### config.mk
export PLATFORM = sky130hd
export DESIGN_NAME = game_state_ctrl
export DESIGN_NICKNAME = d
export VERILOG_FILES = /design/src/rtl/tron_pkg.sv /design/src/rtl/frame_tick_sync.sv /design/src/rtl/game_state_ctrl.sv
export SDC_FILE = /design/constraint.sdc
export NUM_CORES = 1
export LEC_CHECK = 0
export CAP_MARGIN = 25
export CORE_MARGIN = 2
export CORE_UTILIZATION = 53
export CTS_CLUSTER_SIZE = 24
export DETAILED_ROUTE_END_ITERATION = 8
export MAX_ROUTING_LAYER = met4
export PLACE_DENSITY_LB_ADDON = 0.05
export SLEW_MARGIN = 20
export SYNTH_ARGS = -nofsm -noshare
export SYNTH_HDL_FRONTEND = slang
export SYNTH_SLANG_ARGS = --single-unit
### constraint.sdc
create_clock -name Clk -period 3.99 [get_ports Clk]
set_input_delay 1.197 -clock Clk [delete_from_list [all_inputs] [get_ports Clk]]
set_output_delay 1.197 -clock Clk [all_outputs]
set_load 0.02 [all_outputs]
### src/rtl/tron_pkg.sv
// Shared Tron types: game state codes, round/match winner codes and the start key.
package tron_pkg;

  typedef enum logic [2:0] {
    TITLE     = 3'd0,
    PLAY      = 3'd1,
    ROUND_END = 3'd2,
    COUNTDOWN = 3'd3,
    GAME_OVER = 3'd4
  } game_state_t;

  typedef logic [1:0] winner_t;

  localparam winner_t WIN_NONE = 2'b00;
  localparam winner_t WIN_RED  = 2'b01;
  localparam winner_t WIN_BLUE = 2'b10;
  localparam winner_t WIN_DRAW = 2'b11;

  localparam logic [7:0] START_KEY_ENTER = 8'h28;

  // Match winner by comparing final scores; equal scores are a draw.
  function automatic winner_t match_winner(input logic [1:0] red, input logic [1:0] blue);
    if (red > blue) return WIN_RED;
    if (blue > red) return WIN_BLUE;
    return WIN_DRAW;
  endfunction

endpackage

### src/rtl/frame_tick_sync.sv
// Brings an asynchronous frame clock into the local domain and emits a
// registered one-cycle pulse per rising edge.
module frame_tick_sync (
  input  logic clk,
  input  logic rst_n,
  input  logic async_in,
  output logic tick
);

  logic meta_p0;
  logic sync_p1;
  logic prev_p2;

  always_ff @(posedge clk or negedge rst_n) begin
    if (!rst_n) begin
      meta_p0 <= 1'b0;
      sync_p1 <= 1'b0;
      prev_p2 <= 1'b0;
      tick    <= 1'b0;
    end else begin
      // p0/p1: two-flop synchronizer; p2 holds the previous synchronized level
      meta_p0 <= async_in;
      sync_p1 <= meta_p0;
      prev_p2 <= sync_p1;
      tick    <= sync_p1 & ~prev_p2;
    end
  end

endmodule

### src/rtl/game_state_ctrl.sv
// Tron match sequencer: title, countdown, play, round-over and game-over
// screens, driven by frame ticks, the start key and per-round win flags.
module game_state_ctrl
  import tron_pkg::*;
#(
  parameter int         COUNTDOWN_FRAMES = 60,
  parameter int         ROUND_END_FRAMES = 120,
  parameter logic [1:0] WIN_SCORE        = 2'd3,
  parameter logic [7:0] START_KEY        = START_KEY_ENTER
) (
  input  logic       Clk,
  input  logic       Reset_n,
  input  logic       frame_clk,
  input  logic [7:0] keycode,
  input  logic       Red_W,
  input  logic       Blue_W,
  input  logic [1:0] score_red,
  input  logic [1:0] score_blue,
  output logic [2:0] Game_State,
  output logic       Reset_Score,
  output logic       Round_Reset,
  output logic [1:0] Countdown,
  output logic [1:0] Winner
);

  localparam int MAX_FRAMES = (COUNTDOWN_FRAMES > ROUND_END_FRAMES) ? COUNTDOWN_FRAMES
                                                                     : ROUND_END_FRAMES;
  localparam int FCNT_W = $clog2(MAX_FRAMES + 1);
  localparam logic [FCNT_W-1:0] CD_LAST = FCNT_W'(COUNTDOWN_FRAMES);
  localparam logic [FCNT_W-1:0] RE_LAST = FCNT_W'(ROUND_END_FRAMES);

  logic              frame_tick;
  logic              key_hit;
  logic              key_was_start_q;

  game_state_t       state_q, state_d;
  logic [FCNT_W-1:0] fcnt_q, fcnt_d;
  logic [1:0]        cd_q, cd_d;
  winner_t           winner_q, winner_d;
  logic              reset_score_q, reset_score_d;
  logic              round_reset_q, round_reset_d;

  frame_tick_sync u_frame_sync (
    .clk      (Clk),
    .rst_n    (Reset_n),
    .async_in (frame_clk),
    .tick     (frame_tick)
  );

  // A held key yields one hit: only the first cycle it matches counts.
  assign key_hit = (keycode == START_KEY) && !key_was_start_q;

  always_ff @(posedge Clk or negedge Reset_n) begin
    if (!Reset_n) begin
      state_q         <= TITLE;
      fcnt_q          <= '0;
      cd_q            <= 2'd0;
      winner_q        <= WIN_NONE;
      reset_score_q   <= 1'b1;
      round_reset_q   <= 1'b0;
      key_was_start_q <= 1'b0;
    end else begin
      state_q         <= state_d;
      fcnt_q          <= fcnt_d;
      cd_q            <= cd_d;
      winner_q        <= winner_d;
      reset_score_q   <= reset_score_d;
      round_reset_q   <= round_reset_d;
      key_was_start_q <= (keycode == START_KEY);
    end
  end

  always_comb begin
    state_d       = state_q;
    fcnt_d        = frame_tick ? fcnt_q + FCNT_W'(1) : fcnt_q;
    cd_d          = cd_q;
    winner_d      = winner_q;
    reset_score_d = 1'b0;
    round_reset_d = 1'b0;

    case (state_q)
      TITLE: begin
        winner_d = WIN_NONE;
        cd_d     = 2'd0;
        if (key_hit) begin
          state_d       = COUNTDOWN;
          cd_d          = 2'd3;
          reset_score_d = 1'b1;
          round_reset_d = 1'b1;
        end
      end
      COUNTDOWN: begin
        if (fcnt_q == CD_LAST) begin
          fcnt_d = '0;
          if (cd_q <= 2'd1) begin
            state_d = PLAY;
            cd_d    = 2'd0;
          end else begin
            cd_d = cd_q - 2'd1;
          end
        end
      end
      PLAY: begin
        // Both flags in one cycle encode as a draw (2'b11).
        if (Red_W || Blue_W) begin
          state_d  = ROUND_END;
          winner_d = {Blue_W, Red_W};
        end
      end
      ROUND_END: begin
        if (fcnt_q == RE_LAST) begin
          if (score_red >= WIN_SCORE || score_blue >= WIN_SCORE) begin
            state_d  = GAME_OVER;
            winner_d = match_winner(score_red, score_blue);
          end else begin
            state_d       = COUNTDOWN;
            cd_d          = 2'd3;
            winner_d      = WIN_NONE;
            round_reset_d = 1'b1;
          end
        end
      end
      GAME_OVER: begin
        if (key_hit) begin
          state_d  = TITLE;
          winner_d = WIN_NONE;
        end
      end
      default: begin
        state_d  = TITLE;
        cd_d     = 2'd0;
        winner_d = WIN_NONE;
      end
    endcase

    // Every state entry restarts frame counting and swallows a coincident tick.
    if (state_d != state_q) fcnt_d = '0;
  end

  assign Game_State  = state_q;
  assign Reset_Score = reset_score_q;
  assign Round_Reset = round_reset_q;
  assign Countdown   = cd_q;
  assign Winner      = winner_q;

endmodule

Word level (Yosys, flattened, before mapping)
Cells that the tools add are included.
- register bits after elaboration: 21
- latch bits: 0
- memories: 0
- RAM bits: 0
- ROM bits: 0
- output and inout bits: 9
- logic and storage cells: 84
- bits of input ports: 17
- order comparisons: 5
- bitwise gates (word level): 4
- multiply operators: 0
- eq/ne operators: 13
- div/mod/pow operators: 0
- reduce and logical (&&, ||, !) cells: 8
- multiplexer cells: 41
- add/subtract/negate cells: 2
- shift operators: 0
- operators with widths (cell ; count):
    $mux W7 ; 4
    $mux W2 ; 13
    $mux W3 ; 7
    $pmux W2 S4 ; 2
    $pmux W3 S5 ; 1
    $mux W1 ; 13
    $ne A2 B2 Y1 const B ; 5
    $eq A8 B6 Y1 const B ; 1
    $reduce_and A4 Y1 ; 2
    $add A7 B1 Y7 const B ; 1
    $eq A7 B6 Y1 const B ; 1
    $eq A7 B7 Y1 const B ; 1
    $eq A3 B2 Y1 const B ; 2
    $ge A2 B2 Y1 const B ; 2
    $gt A2 B2 Y1 ; 2
    $eq A3 B1 Y1 const B ; 1
    $eq A3 B3 Y1 const B ; 1
    $logic_not A3 Y1 ; 1
    $ne A3 B3 Y1 ; 1
    $not A1 Y1 ; 3
    $le A2 B1 Y1 const B ; 1
    $logic_or A1 B1 Y1 ; 2
    $pmux W1 S2 ; 1
    $reduce_or A2 Y1 ; 1
    4 further kinds ; 4

Depth between registers and ports, before layout
Gate-level depths: netlist of the first run.
- depth after elaboration: 14
- depth in mapped cells: 6
- depth with buffers taken out: 6

Modules after synthesis
From an unflattened synthesis of the first run, not the netlist that was laid out.
- cell total of the unflattened synthesis: 117
- area, all modules: 1209.9 um^2
- modules (own cells, without submodules) (module ; cells each ; instances ; area an instance (um^2) ; seq. area each (um^2)):
    game_state_ctrl ; 112 ; 1 ; 1096.1 ; 426.7
    frame_tick_sync ; 5 ; 1 ; 113.9 ; 100.1

Least setup slack after synthesis of the first run
No wires, ideal clock.
- path type: in2reg
- start: input keycode[1]
- end: register winner_q[0], in the netlist Winner[0]
- data arrival time: 2525 ps
- path buffers: 0
- setup slack: 1337 ps
- data required time: 3862 ps
- stages: 4
- library setup time: 128 ps
- cell sequence: or4b_4 o311ai_4 o311ai_1 mux2_1
- cells in the longest elaborated chain, start to end: 4
- RTL lines (element ; RTL line ; RTL):
    start: declaration ; game_state_ctrl.sv:14 ; input logic [7:0] keycode,
    $eq A8 B6 Y1 ; game_state_ctrl.sv:51 ; assign key_hit = (keycode == START_KEY) && !key_was_start_q;
    $logic_and A1 B1 Y1 ; game_state_ctrl.sv:51 ;
    $ne A2 B2 Y1 (no line) ; -- ;
    $reduce_and A4 Y1 (no line) ; -- ;
    end signal: assignment ; game_state_ctrl.sv:66 ; winner_q <= winner_d;
    end: declaration ; game_state_ctrl.sv:39 ; winner_t winner_q, winner_d;
Every way passes these cells.
A chain may end at the register's enable or synchronous reset.

Worst setup path after layout of the first run
- start: input keycode[1]
- end: register winner_q[1], in the netlist Winner[1]
Same word-level chain as after synthesis.

==> flow_metrics.py, run 1 <==
metrics = {
    "layout": {
        "num-fill-cells": 183,
        "n_antenna_cell": 0,
        "layout_common_cells": "clkdlybuf4s50_1, dfrtp_1, inv_1",
        "drive_gt1_share_pct": 11.2,
        "fin_area_um2": 1480,
        "layout.nets": 165,
        "final_common_cell": "clkdlybuf4s50_1",
        "syn2layout_area_growth_pct": 25.0,
        "postLayoutCoreUtil_pct": 68.3,
        "seqCellArea_um2": 527,
        "multiInputGateArea_um2": 593,
    },
    "die": {
        "fp.dieW_um": 51.3,
        "die_y_um": 51.3,
        "die_area_um2": 2630,
        "initial_core_util_pct": 54.6,
        "io_pins": 26,
        "num_rows": 17,
        "coreArea_um2": 2170,
    },
    "clock_network": {
        "h-tree-depth": 1,
        "hold_buffers": 0,
        "cts_tree": "yes",
        "ctsResizeCount": 0,
        "cts.sinks": 21,
        "clk_pin_slew_ps": 120,
        "clockBufferDepth": 2,
        "cts_made_buffers": 3,
        "post_cts_buffers": 0,
        "cts-root-buf": "clkbuf_4",
        "worst_skew_pair.late_latency_ps": 300,
    },
    "detailed_routing": {
        "drtIter0Drc": 9,
        "final_antenna_net_count": 0,
        "vias_per_cell": 5.60,
        "totalWireLength_mm": 2.27,
        "avgRoutedWirePerCell_um": 13.3,
        "vias": 957,
        "route.detailed.drc": 0,
        "firstDrtPassIters": 4,
    },
    "sta": {
        "maxSlewViolCount": 0,
        "slew_headroom_pct": 66.5,
        "period_minus_slack_ps": 2830,
        "setup_viol": 0,
        "hold_viol_final": 0,
        "fin_crit_sh_pct": 71.0,
        "grt_setup_unrepaired": "false",
        "skew_ps": 4.77,
        "fmax_mhz": 353,
        "finalSetupTns_ps": 0,
        "worst_slew_pin_slew_ps": 497,
    },
    "synth": {
        "synth_ff_type": "dfrtp_1",
        "yosysSeqAreaShare_pct": 44.5,
        "synth-warning-count": 0,
        "ys_ff_latch": 21,
        "synth_edf_count": 0,
        "avgSynthCellArea_um2": 10.2,
        "yosysUniqueCellTypes": 44,
        "netlist_area_um2": 1180,
        "synth_cells": 116,
        "syn_nets": 137,
        "postSynth.asyncResetShare_pct": 100,
    },
    "setup_path": {
        "cp.arrival_ps": 3020,
        "rr_worst_depth": 6,
        "path_class": "in -> reg",
        "cp_max_fo": 4,
        "crit_path_end_kind": "register",
        "r2r_slack_ps": 2180,
        "worstSetupEndpoint": "Winner[1]",
        "cp-startpoint": "keycode[1]",
        "slowest_delay_ps": 570,
        "worstPathCellList": "clkdlybuf4s50_1, or4b_4, o311ai_4, o311ai_1, mux2_1",
        "r2r_end": "Winner[1]",
        "cp_slowest_cell": "or4b_4",
        "r2r_start": "fcnt_q[0]",
        "critical_path_required_ps": 4180,
        "start_kind": "input port",
    },
    "power_and_ir_drop": {
        "power_leakage_nw": 0.641,
        "worst_ir_drop_vdd_mv": 0.272,
        "power_density_nw_per_um2": 381,
        "total_power_mw": 0.564,
    },
    "grt": {
        "gr-total-overflow": 0,
        "grt_pass1_vias": 903,
        "grt_util_all_layers_pct": 20.4,
        "grt_max_degree": 22,
        "grt_pass1_wl_mm": 3.94,
        "grt_antenna_before_repair": 0,
    },
    "worst_hold_path": {
        "min_path_type": "reg -> reg",
    },
    "placement": {
        "dp_hpwl_mm": 1.74,
        "gp_congestion": 0.830,
        "port_buffers": 25,
        "place_area_um2": 1440,
    },
    "run_status": {
        "status": "complete, no violations",
    },
    "run": {
        "drv_cap": 0,
    },
}
==> layout make-up <==
type | instances | share of cell area [%]
timing repair buffer | 26 | 17.7
multi-input combinational | 82 | 40.0
clock buffer | 3 | 1.52
tap | 28 | 2.36
clock inverter | 1 | 0.338
inverter | 10 | 2.53
sequential | 21 | 35.6
==> report_power, final <==
part	total, mW	internal (mW)	switching (mW)
registers	0.306	0.258	0.0477
clock network	0.100	0.0373	0.0627
logic	0.158	0.0868	0.0708
==> state kept, by name, summed over array words and instances (netlist names) <==
signal                cells
Round_Reset               1
Reset_Score               1
u_frame_sync.sync_p1      1
u_frame_sync.meta_p0      1
Countdown                 2
key_was_start_q           1
Winner                    2
fcnt_q                    7
u_frame_sync.prev_p2      1
u_frame_sync.tick         1
Game_State                3
==> through the flow <==
| step | worst slack (ps) | hold slack (ps) | instances |
|---|---|---|---|
| floorplan | 1340 | 331 | 116 |
| global placement | 878 | 342 | 166 |
| detailed placement | 833 | 341 | 166 |
| CTS | 1160 | 375 | 170 |
| global route | 1100 | 379 | 171 |
| finish | 1160 | 370 | 171 |
==> cells by family (layout without fill, tap and decap cells) <==
group	after synthesis	in the layout	share of synthesized area, %
DFF	21	21	44.5
adders and majority gates	4	4	4.22
and+or+nand+nor	46	46	23.2
AOI/OAI and AO/OA	22	22	14.6
muxes	4	4	3.59
buffers and inverters	13	40	5.49
xor gates and xnor gates	6	6	4.44
==> worst min-delay path by stage <==
stage                         startpoint                    to  slack (ps)  depth (start not counted)
CTS                 u_frame_sync.meta_p0  u_frame_sync.sync_p1         380                          0
detailed placement  u_frame_sync.meta_p0  u_frame_sync.sync_p1         340                          0
global route        u_frame_sync.meta_p0  u_frame_sync.sync_p1         380                          0
global placement    u_frame_sync.meta_p0  u_frame_sync.sync_p1         340                          0
finish              u_frame_sync.meta_p0  u_frame_sync.sync_p1         370                          0
floorplan           u_frame_sync.meta_p0  u_frame_sync.sync_p1         330                          0
==> synthesized netlist by cell type (3+ instances only) <==
cell type | n | area [um2]
dfrtp_1 | 20 | 500
ha_1 | 4 | 50.1
inv_1 | 10 | 37.5
nand2_1 | 5 | 18.8
nand4_1 | 3 | 18.8
nor2_1 | 9 | 33.8
nor3_1 | 9 | 45.0
o21ai_0 | 5 | 25.0
xor2_1 | 4 | 35.0
==> per-layer routing <==
layer	vias up	part of all wire (%)	track usage [%]
li1	479	-	-
met1	459	48	26.5
met2	15	48	32.0
met3	4	2.9	2.34
met4	0	1.4	10.1
met5	-	0	-
==> worst max-delay path, delay by kind of cell <==
| family | cells | cell delay (ps) |
|---|---|---|
| buffers and inverters | 1 | 400 |
| AOI/OAI and AO/OA | 2 | 510 |
| muxes | 1 | 350 |
| and+or+nand+nor | 1 | 570 |
Power figures use the tool's default switching activity.
==> run 2: changes to the inputs <==
--- a/config.mk
+++ b/config.mk
@@ -7,7 +7,7 @@
 export LEC_CHECK = 0
 export CAP_MARGIN = 25
 export CORE_MARGIN = 2
-export CORE_UTILIZATION = 53
+export CORE_UTILIZATION = 44
 export CTS_CLUSTER_SIZE = 24
 export DETAILED_ROUTE_END_ITERATION = 8
 export MAX_ROUTING_LAYER = met4
==> constraint.sdc (replaced) <==
create_clock -name Clk -period 2.4 [get_ports Clk]
set_input_delay 0.72 -clock Clk [delete_from_list [all_inputs] [get_ports Clk]]
set_output_delay 0.72 -clock Clk [all_outputs]
set_load 0.02 [all_outputs]
==> run 2 against run 1 <==
Register-to-register slack worse by 1600 ps. Flip-flop and latch count unchanged. Global-route usage fell by 3.3 points. Design area increased by 3.4%. Count of clock-buffer cells in the layout up 1. Routed wire length increased by 2.2%. Total power up 67%. Combinational power up 70%. Via count is 2.9% higher. Core utilization down 7.6 points. Clock skew decreased by 2.6 ps. Critical endpoint is now Winner[0]. Largest cell class unchanged. Highest routed layer unchanged.
==> flow_metrics.py, run 2 (same netlist as run 1, synthesis figures left out) <==
metrics = {
    "run_status": {
        "status": "complete, no violations",
    },
    "grt": {
        "gr-total-overflow": 0,
        "grt_antenna_before_repair": 0,
        "grt_max_degree": 22,
        "grt_pass1_wl_mm": 4.11,
        "grt_pass1_vias": 958,
        "grt_util_all_layers_pct": 17.2,
    },
    "die": {
        "die_y_um": 55.9,
        "io_pins": 26,
        "num_rows": 18,
        "die_area_um2": 3120,
        "coreArea_um2": 2520,
        "fp.dieW_um": 55.9,
        "initial_core_util_pct": 47.0,
    },
    "clock_network": {
        "cts.sinks": 21,
        "cts_tree": "yes",
        "cts_made_buffers": 3,
        "h-tree-depth": 1,
        "ctsResizeCount": 0,
        "clockBufferDepth": 2,
        "cts-root-buf": "clkbuf_4",
        "post_cts_buffers": 0,
        "clk_pin_slew_ps": 110,
        "worst_skew_pair.late_latency_ps": 300,
        "hold_buffers": 0,
    },
    "detailed_routing": {
        "totalWireLength_mm": 2.32,
        "vias_per_cell": 5.47,
        "vias": 985,
        "final_antenna_net_count": 0,
        "avgRoutedWirePerCell_um": 12.9,
        "firstDrtPassIters": 4,
        "drtIter0Drc": 15,
        "route.detailed.drc": 0,
    },
    "power_and_ir_drop": {
        "switchingPower_mw": 0.302,
        "internal-power_mw": 0.642,
        "power_leakage_nw": 0.670,
        "swShare_pct": 32.0,
        "pwr-share-comb_pct": 28.4,
        "total_power_mw": 0.943,
        "pwr-share-seq_pct": 54.0,
        "power_density_nw_per_um2": 616,
        "p_clk_share_pct": 17.6,
        "worst_ir_drop_vdd_mv": 0.511,
    },
    "layout": {
        "layout_common_cells": "clkdlybuf4s50_1, dfrtp_1, inv_1",
        "stdcell_count": 180,
        "top_register": "fcnt_q",
        "final_common_cell": "clkdlybuf4s50_1",
        "largest_register_ffs": 7,
        "syn2layout_area_growth_pct": 29.3,
        "n_antenna_cell": 0,
        "drive_gt1_share_pct": 14.7,
        "layout.nets": 172,
        "num-fill-cells": 233,
    },
    "setup_path": {
        "path_class": "in -> reg",
        "worstPathCellList": "clkdlybuf4s50_1, or4b_4, o311ai_4, o311ai_1, mux2_1",
        "cp.arrival_ps": 2460,
        "start_kind": "input port",
        "crit_path_end_kind": "register",
        "slowest_delay_ps": 550,
        "cp_max_fo": 2,
        "critical_path_required_ps": 2600,
        "cp_slowest_cell": "or4b_4",
    },
    "sta": {
        "fmax_mhz": 441,
        "maxSlewViolCount": 0,
        "setup_viol": 0,
        "hold_viol_final": 0,
        "fin_crit_sh_pct": 94.5,
        "period_minus_slack_ps": 2270,
        "slew_headroom_pct": 74.5,
        "worst_slew_pin_slew_ps": 376,
        "skew_ps": 2.22,
        "grt_setup_unrepaired": "false",
    },
    "placement": {
        "place_inst": 176,
        "port_buffers": 25,
        "gp_congestion": 0.781,
        "dp_hpwl_mm": 1.83,
    },
    "run": {
        "drv_cap": 0,
    },
    "worst_hold_path": {
        "min_path_type": "reg -> reg",
    },
}
## run 2: cell types whose count changed in the layout (fill, tap and decap cells not counted), sizes merged
cell / change
clkbuf: +1
clkinv: -1
buf: +7
## run 2: worst max-delay path, delay by kind of cell
kind,cells,cell delay [ps]
compound gates,2,460
mux,1,330
simple gates,1,550
buf+inv,1,400
## run 2: cell type report
cell class	instances	area (um2)	share of cell area, %
multi-input cells	82	593	38.7
inverters	10	37.5	2.45
well taps	30	37.5	2.45
repair buffers	33	310	20.3
clock buffers	4	26.3	1.72
flip-flops and latches	21	527	34.4
## run 2: per-layer routing
| metal | GRT usage [%] | vias up | part of all wire (%) |
|---|---|---|---|
| met1 | 21.6 | 462 | 47 |
| met4 | 5.10 | 0 | 1.1 |
| li1 | - | 492 | - |
| met2 | 27.6 | 26 | 47 |
| met5 | - | - | 0 |
| met3 | 4.19 | 5 | 4.9 |
## run 2: path summary, 6_finish.rpt
check / endpoint / slack (ps) / start / depth (start not counted)
min in group asynchronous: Game_State[2] / 750 / Reset_n / 2
max in group asynchronous: Reset_Score / 1380 / Reset_n / 2
min: u_frame_sync.sync_p1 / 370 / u_frame_sync.meta_p0 / 0
max: Winner[0] / 130 / keycode[1] / 5
min reg2reg: u_frame_sync.sync_p1 / 370 / u_frame_sync.meta_p0 / 0
max reg2reg: Winner[0] / 620 / fcnt_q[0] / 6
## run 2: power groups by stage
| stage | sequential [mW] | combinational (mW) | clock, mW |
|---|---|---|---|
| after floorplan | 0.525 | 0.143 | 0 |
| after global placement | 0.512 | 0.262 | 0 |
| after detailed placement | 0.516 | 0.271 | 0 |
| after CTS | 0.511 | 0.273 | 0.178 |
| after global routing | 0.525 | 0.304 | 0.186 |
| final | 0.509 | 0.268 | 0.166 |
## run 2: per-stage QoR
step | hold slack, ps | TNS [ps] | utilization (%) | setup slack, ps | cell area, um2
2_1_floorplan | 331 | 0 | - | 224 | 1180
3_3_place_gp | 342 | -1350 | 59.7 | -180 | 1510
3_5_place_dp | 340 | -1600 | 59.7 | -201 | 1510
4_1_cts | 376 | 0 | 60.7 | 139 | 1530
5_1_grt | 386 | 0 | 60.7 | 56.2 | 1530
6_report | 370 | 0 | 60.7 | 132 | 1530
==> run 3: changes to the inputs <==
--- a/config.mk
+++ b/config.mk
@@ -6,10 +6,11 @@
 export NUM_CORES = 1
 export LEC_CHECK = 0
 export CAP_MARGIN = 25
-export CORE_MARGIN = 2
+export CORE_MARGIN = 3
 export CORE_UTILIZATION = 44
 export CTS_CLUSTER_SIZE = 24
 export DETAILED_ROUTE_END_ITERATION = 8
+export HOLD_SLACK_MARGIN = 0.08
 export MAX_ROUTING_LAYER = met4
 export PLACE_DENSITY_LB_ADDON = 0.05
 export SLEW_MARGIN = 20
==> run 3 against run 2 <==
Largest cell class unchanged. Register-to-register slack hardly changed. Fmax increased by 0.18%. Via count is 0.81% lower. Final cell count unchanged. Critical path type unchanged. Flip-flop and latch count stayed put. Clock skew up 2.9 ps. Non-clock buffer count is the same. Count of clock-buffer cells in the layout down 1.
==> flow_metrics.py, run 3 (same netlist as run 1, synthesis figures left out) <==
metrics = {
    "run_status": {
        "status": "complete, no violations",
    },
    "die": {
        "io_pins": 26,
        "coreArea_um2": 2520,
        "fp.dieW_um": 57.9,
        "initial_core_util_pct": 47.0,
        "num_rows": 18,
        "die_y_um": 57.9,
        "die_area_um2": 3350,
    },
    "detailed_routing": {
        "route.detailed.drc": 0,
        "vias": 977,
        "totalWireLength_mm": 2.37,
        "drtIter0Drc": 16,
        "vias_per_cell": 5.43,
        "final_antenna_net_count": 0,
        "avgRoutedWirePerCell_um": 13.2,
        "firstDrtPassIters": 4,
    },
    "setup_path": {
        "crit_path_end_kind": "register",
        "r2r_slack_ps": 610,
        "start_kind": "input port",
        "critical_path_required_ps": 2600,
        "r2r_end": "Winner[0]",
        "r2r_start": "fcnt_q[0]",
        "cp.arrival_ps": 2470,
        "path_class": "in -> reg",
        "cp_max_fo": 2,
        "rr_worst_depth": 6,
    },
    "power_and_ir_drop": {
        "power_leakage_nw": 0.673,
        "worst_ir_drop_vdd_mv": 0.535,
        "power_density_nw_per_um2": 621,
    },
    "layout": {
        "syn2layout_area_growth_pct": 29.4,
        "final_common_cell": "clkdlybuf4s50_1",
        "largest_register_ffs": 7,
        "n_antenna_cell": 0,
        "multiInputGateArea_um2": 593,
        "seqCellArea_um2": 527,
        "top_register": "fcnt_q",
        "num-fill-cells": 230,
        "drive_gt1_share_pct": 15.3,
        "fin_area_um2": 1530,
        "layout.nets": 172,
        "layout_common_cells": "clkdlybuf4s50_1, dfrtp_1, inv_1",
    },
    "worst_hold_path": {
        "min-delay-start": "u_frame_sync.meta_p0",
        "min_path_type": "reg -> reg",
        "min_to": "u_frame_sync.sync_p1",
        "holdPathStages": 0,
    },
    "grt": {
        "gr-total-overflow": 0,
        "grt_pass1_vias": 955,
        "grt_antenna_before_repair": 0,
        "grt_max_degree": 22,
        "grt_util_all_layers_pct": 16.6,
        "grt_pass1_wl_mm": 4.13,
    },
    "clock_network": {
        "cts.sinks": 21,
        "clockBufferDepth": 2,
        "hold_buffers": 0,
        "cts_made_buffers": 3,
        "h-tree-depth": 1,
        "cts_tree": "yes",
        "clk_pin_slew_ps": 120,
        "ctsResizeCount": 0,
        "cts-root-buf": "clkbuf_4",
        "worst_skew_pair.late_latency_ps": 310,
        "post_cts_buffers": 0,
    },
    "sta": {
        "skew_ps": 5.16,
        "grt_setup_unrepaired": "false",
        "period_minus_slack_ps": 2260,
        "worst_slew_pin_slew_ps": 393,
        "fin_crit_sh_pct": 94.3,
        "setup_viol": 0,
        "hold_viol_final": 0,
        "setup_slack_ps": 136,
        "fmax_mhz": 442,
        "maxSlewViolCount": 0,
        "slew_headroom_pct": 73.4,
    },
    "placement": {
        "dp_hpwl_mm": 1.85,
        "port_buffers": 25,
        "pre_cts_ws_ps": -205,
        "gp_congestion": 0.804,
        "place_area_um2": 1510,
    },
    "run": {
        "drv_cap": 0,
    },
}
-- run 3: changes by cell type in the layout (fill, tap and decap cells not counted), sizes merged --
cell    delta
clkbuf     -1
clkinv     +1
-- run 3: power by group --
group | switching, mW | total [mW] | internal (mW) | leakage [nW]
clock | 0.112 | 0.174 | 0.0622 | 0.0177
combinational | 0.121 | 0.268 | 0.147 | 0.399
sequential | 0.0794 | 0.509 | 0.430 | 0.256
-- run 3: routing by layer --
| layer | track usage (%) | vias to the layer above | wire (um) |
|---|---|---|---|
| li1 | - | 489 | - |
| met1 | 20.8 | 461 | 1130 |
| met2 | 25.2 | 23 | 1110 |
| met3 | 4.90 | 4 | 102 |
| met4 | 6.62 | 0 | 29 |
| met5 | - | - | 0 |
-- run 3: area by class of cell --
class,count,share of cell area [%]
Multi-Input combinational cell,82,38.7
Sequential cell,21,34.4
Timing Repair Buffer,33,20.2
Inverter,10,2.45
Tap cell,30,2.45
Clock buffer,3,1.47
Clock inverter,1,0.327
-- run 3: critical path, stage by stage --
cell and delay (ps):
clkdlybuf4s50_1 400, or4b_4 550, o311ai_4 270, o311ai_1 180
mux2_1 330
-- run 3: stage by stage --
stage               utilization [%]  hold WS [ps]  std cells  total power, mW  TNS (ps)
global placement               59.7           342        176            0.774     -1400
global route                   60.8           382        180             1.02         0
CTS                            60.8           377        180            0.969         0
detailed placement             59.7           338        176            0.789     -1740
finish                         60.8           373        180            0.952         0
floorplan                         -           331        116            0.668         0
-- run 3: how the worst max path moves through the flow --
stage | from | endpoint
2_1_floorplan | keycode[1] | Winner[0]
3_3_place_gp | keycode[1] | Winner[1]
3_5_place_dp | keycode[1] | Winner[0]
4_1_cts | Game_State[1] | Game_State[1]
5_1_grt | Game_State[1] | Game_State[1]
6_report | keycode[1] | Winner[0]
